[src/rtl/led_sum_display.sv]
// Display stage for the 5-bit adder result: latches {carry, sum} per handshake and shows it
// for a fixed window with a blinking carry LED. Optional PWM dimming via `LED_PWM_EN.
module led_sum_display #(
  parameter int HOLD_CYCLES = 10,
  parameter int BLINK_DIV   = 2,
  parameter int PWM_BITS    = 3,
  parameter int PWM_DUTY    = 4
) (
  input  logic       clk,
  input  logic       rst,
  input  logic [4:0] sum_i,
  input  logic       sum_valid,
  output logic       sum_ready,
  output logic       LED0,
  output logic       LED1,
  output logic       LED2,
  output logic       LED3,
  output logic       LED4,
  output logic       busy
);

  localparam int HW = (HOLD_CYCLES > 1) ? $clog2(HOLD_CYCLES) : 1;
  localparam int BW = (BLINK_DIV > 1) ? $clog2(BLINK_DIV) : 1;
  localparam logic [HW-1:0] HOLD_LOAD  = HW'(HOLD_CYCLES - 1);
  localparam logic [BW-1:0] BLINK_LAST = BW'(BLINK_DIV - 1);

  typedef enum logic {IDLE = 1'b0, SHOW = 1'b1} state_t;

  state_t          state, state_nxt;
  logic [4:0]      latch, latch_nxt;
  logic [HW-1:0]   hold_cnt, hold_nxt;
  logic [BW-1:0]   blink_cnt, blink_nxt;
  logic            blink_ph, ph_nxt;
  logic            xfer;
  logic            gate;
  logic [4:0]      led_nxt;

`ifdef LED_PWM_EN
  logic [PWM_BITS-1:0] pwm_cnt;
  logic [PWM_BITS-1:0] pwm_nxt;

  assign pwm_nxt = pwm_cnt + PWM_BITS'(1);
  // Gate on the counter value the LEDs will coexist with after this edge.
  assign gate = ({1'b0, pwm_nxt} < (PWM_BITS + 1)'(PWM_DUTY));

  always_ff @(posedge clk or posedge rst) begin
    if (rst) pwm_cnt <= {PWM_BITS{1'b0}};
    else     pwm_cnt <= pwm_nxt;
  end
`else
  assign gate = 1'b1;
`endif

  always_comb begin
    xfer      = sum_valid & sum_ready;
    state_nxt = state;
    latch_nxt = latch;
    hold_nxt  = hold_cnt;
    blink_nxt = blink_cnt;
    ph_nxt    = blink_ph;
    case (state)
      IDLE: begin
        if (xfer) begin
          state_nxt = SHOW;
          latch_nxt = sum_i;
          hold_nxt  = HOLD_LOAD;
          blink_nxt = {BW{1'b0}};
          ph_nxt    = 1'b1;
        end else begin
          latch_nxt = 5'b0;
        end
      end
      SHOW: begin
        // A new result always wins over expiry of the current window.
        if (xfer) begin
          latch_nxt = sum_i;
          hold_nxt  = HOLD_LOAD;
          blink_nxt = {BW{1'b0}};
          ph_nxt    = 1'b1;
        end else if (hold_cnt == {HW{1'b0}}) begin
          state_nxt = IDLE;
          latch_nxt = 5'b0;
          blink_nxt = {BW{1'b0}};
          ph_nxt    = 1'b1;
        end else begin
          hold_nxt = hold_cnt - HW'(1);
          if (blink_cnt == BLINK_LAST) begin
            blink_nxt = {BW{1'b0}};
            ph_nxt    = ~blink_ph;
          end else begin
            blink_nxt = blink_cnt + BW'(1);
          end
        end
      end
      default: begin
        state_nxt = IDLE;
        latch_nxt = 5'b0;
        hold_nxt  = {HW{1'b0}};
        blink_nxt = {BW{1'b0}};
        ph_nxt    = 1'b1;
      end
    endcase
    if (state_nxt == SHOW && gate) led_nxt = {latch_nxt[4] & ph_nxt, latch_nxt[3:0]};
    else                           led_nxt = 5'b0;
  end

  always_ff @(posedge clk or posedge rst) begin
    if (rst) begin
      state     <= IDLE;
      latch     <= 5'b0;
      hold_cnt  <= {HW{1'b0}};
      blink_cnt <= {BW{1'b0}};
      blink_ph  <= 1'b1;
      sum_ready <= 1'b0;
      busy      <= 1'b0;
      {LED4, LED3, LED2, LED1, LED0} <= 5'b0;
    end else begin
      state     <= state_nxt;
      latch     <= latch_nxt;
      hold_cnt  <= hold_nxt;
      blink_cnt <= blink_nxt;
      blink_ph  <= ph_nxt;
      sum_ready <= 1'b1;
      busy      <= (state_nxt == SHOW);
      {LED4, LED3, LED2, LED1, LED0} <= led_nxt;
    end
  end

endmodule

[config.mk]
export PLATFORM = sky130hd
export DESIGN_NAME = led_sum_display
export DESIGN_NICKNAME = d
export VERILOG_FILES = /design/src/rtl/led_sum_display.sv
export SDC_FILE = /design/constraint.sdc
export NUM_CORES = 1
export LEC_CHECK = 0
export BUFFER_PORTS_ARGS = -buffer_cell sky130_fd_sc_hd__buf_4
export CAP_MARGIN = 0
export CORE_MARGIN = 2
export CORE_UTILIZATION = 50
export CTS_CLUSTER_SIZE = 28
export DETAILED_ROUTE_END_ITERATION = 7
export PLACE_DENSITY = 0.83
export SLEW_MARGIN = 0
export SYNTH_ARGS = -nofsm -noshare
export SYNTH_HDL_FRONTEND = slang
export SYNTH_SLANG_ARGS = --single-unit
[constraint.sdc]
create_clock -name clk -period 3.3 [get_ports clk]
set_input_delay 0.495 -clock clk [delete_from_list [all_inputs] [get_ports clk]]
set_output_delay 0.495 -clock clk [all_outputs]
set_load 0.1 [all_outputs]
==> results.py <==
metrics = {
    "worst_setup_path": {
        "critical_path.max_stage_delay_ns": 0.56,
        "cp.required_ns": 2.80,
        "crit_path_cell_trace": "buf_4",
        "cpMaxStageDelayCell": "dfrtp_1",
        "crit_buf_inv": 1,
        "crit_family": "flip-flops",
        "start_kind": "flop",
        "crit_arrival_ns": 1.21,
        "regToRegSetupSlack_ns": 1.69,
        "end_kind": "output pin",
        "critPathMaxFanout": 12,
        "crit_type": "flop to output pin",
    },
    "timing": {
        "tns_ns": 0,
        "layout_min_cycle_time_ns": 1.708,
        "hold_slack_ns": 0.3002,
        "slew_viol_final": 0,
        "hold_violations": 0,
        "max_freq_mhz": 585.6,
        "period_share_pct": 51.75,
        "maxSlewHeadroom_pct": 54.84,
        "setup_viol": 0,
        "clock_skew_ns": 0.001886,
        "rsz0062_at_grt": "no",
        "worst_slew_pin_slew_ns": 0.6767,
    },
    "clock_tree": {
        "clock-root-buffer": "clkbuf_4",
        "cts_made_buffers": 3,
        "post_cts_resize_count": 0,
        "post_cts_buffers": 0,
        "clockBufferDepth": 2,
        "clkLatencyLatePin_ns": 0.28,
        "tritoncts": "built",
        "htreeDepth": 1,
        "postCtsHoldBufs": 0,
        "cts.sinks": 18,
        "clkSlewWorstSetupHoldPaths_ns": 0.10,
    },
    "die": {
        "pin_count": 15,
        "fp-row-count": 14,
        "die_area_mm2": 0.001833,
        "fp.coreArea_mm2": 0.001454,
        "die_h_um": 42.81,
        "die_w_um": 42.81,
        "start_util_pct": 51.81,
    },
    "pwr": {
        "seqPwrFrac_pct": 37.9,
        "total_power_uw": 961.0,
        "internal_power_uw": 504.9,
        "powerDensity_mw_per_mm2": 1071,
        "p_sw_uw": 456.1,
        "clkPwrFrac_pct": 14.0,
        "combPwrFrac_pct": 48.1,
        "switching_share_pct": 47.46,
        "peakVddDrop_mv": 0.5154,
        "power.leakage_uw": 0.0004389,
    },
    "global_route": {
        "grt_usage_pct": 16.95,
        "grt-ovfl-total": 0,
        "grt_pass1_vias": 518,
        "antenna_found_initial": 0,
        "globalRouteMet3Util_pct": 5.106,
        "use_met1_pct": 22.03,
        "top_usage_layer": "met2",
        "grt_pass1_wl_mm": 2.242,
        "grt_max_degree": 19,
        "use_met2_pct": 26.06,
    },
    "synthesis": {
        "syn-cell-area_um2": 753.2,
        "syn_area_per_cell_um2": 10.46,
        "yosysWarnings": 0,
        "ys_ff_latch": 18,
        "yosysUniqueCellTypes": 27,
        "syn_nets": 82,
        "ys_seq_area_share_pct": 59.97,
        "netlist_instances": 72,
    },
    "run": {
        "cap_viol_max_count": 0,
    },
    "route": {
        "drc": 0,
        "vias": 533,
        "ant_nets": 0,
        "dr.pass1.iters": 4,
        "drt-wirelength-per-cell_um": 13.15,
        "drtIter0Drc": 6,
        "drt-total-wl_mm": 1.354,
        "via_per_inst": 5.175,
    },
    "placed_design": {
        "place_area_um2": 860.8,
        "gp_congestion": 0.7499,
        "dpl.cell_count": 99,
        "portBuffers": 14,
        "hpwlAfterDp_um": 973,
    },
    "finish": {
        "antennaDiodeCount": 0,
        "final_nets": 98,
        "layout.cells.non_filler": 103,
        "drive_above_1_share_pct": 24.14,
        "fin_area_um2": 897.1,
        "area_delta_synth_final_pct": 19.10,
    },
    "run_status": {
        "status": "finished clean",
    },
    "worst_hold_path": {
        "hp-class": "primary input to asynchronous set/reset pin",
    },
}
==> path summary, 6_finish.rpt <==
check                                 start       end  cells past startpoint
worst max-delay path                  state      busy                      1
worst min-delay path                    rst      LED1                      2
worst max register to register  hold_cnt[1]  latch[1]                      5
worst min register to register     latch[2]  latch[2]                      2
max in group asynchronous               rst      LED4                      2
min in group clk                   sum_i[4]  latch[4]                      3
==> final cells by class <==
type	instances	area, µm²
Fill cell	134	556.8
Multi-Input combinational cell	48	272.8
Sequential cell	18	451.7
Tap cell	16	20.02
Clock buffer	4	36.28
Timing Repair Buffer	14	105.1
Inverter	3	11.26
==> logic make-up after synthesis <==
group	count (synthesis)	synth area share (%)
xor+xnor	1	1.163
fa+ha+maj	2	3.322
simple gates	28	19.10
compound gates	16	12.13
flops	18	59.97
buf+inv	6	3.821
other cells	1	0.4979
==> cell usage after synthesis <==
cell type / number / share of area [%]
nand2_2: 1 / 0.83
and2_1: 1 / 0.83
nor2b_1: 1 / 0.83
a21boi_2: 1 / 1.5
dfstp_2: 1 / 3.5
nand4_1: 1 / 0.83
and3_1: 1 / 0.83
nand3b_1: 2 / 2.0
nor3_1: 1 / 0.66
ha_1: 2 / 3.3
or3b_1: 1 / 1.2
a21oi_1: 3 / 2.0
o21ai_1: 4 / 2.7
dfrtp_1: 17 / 56
conb_1: 1 / 0.50
buf_2: 2 / 1.3
o21ai_0: 6 / 4.0
nand2b_1: 1 / 0.83
nand3_1: 1 / 0.66
xor2_1: 1 / 1.2
a211o_1: 1 / 1.2
inv_1: 3 / 1.5
buf_4: 1 / 1.0
or4b_1: 1 / 1.3
or3_1: 1 / 0.83
nand2_1: 15 / 7.5
a31oi_1: 1 / 0.83
==> sequential cells by signal, indices dropped and copies added (netlist names) <==
name	count
latch	5
hold_cnt	4
LED0	1
LED1	1
LED2	1
LED3	1
LED4	1
blink_cnt	1
blink_ph	1
state	1
sum_ready	1
==> through the flow <==
step	utilization, %	setup WS [ns]
floorplan	-	1.466
global placement	59.21	1.789
detailed placement	59.21	1.706
CTS	61.70	1.598
global route	61.70	1.548
finish	61.70	1.592
==> layout by cell type (no fill, tap or decap), types with 2 or more instances in the layout <==
cell type | netlist | final
dfrtp_1 | 17 | 17
nand2_1 | 15 | 15
buf_4 | 1 | 14
o21ai_0 | 6 | 6
o21ai_1 | 4 | 4
a21oi_1 | 3 | 3
inv_1 | 3 | 3
clkbuf_4 | 0 | 3
nand3b_1 | 2 | 2
ha_1 | 2 | 2
==> routing by layer <==
metal  share of wire, %  vias up
li1                   -      269
met1                 46      252
met2                 49       10
met3                3.0        2
met4                1.4        0
met5                  0        -
==> power by group through the flow <==
stage	Sequential (µW)	Clock [µW]	Combinational (µW)
global route	372	143	496
finish	364	135	462
global placement	362	0	453
detailed placement	367	0	463
floorplan	543	0	193
CTS	363	137	465
Note: power is estimated with default switching activity, not from simulation.
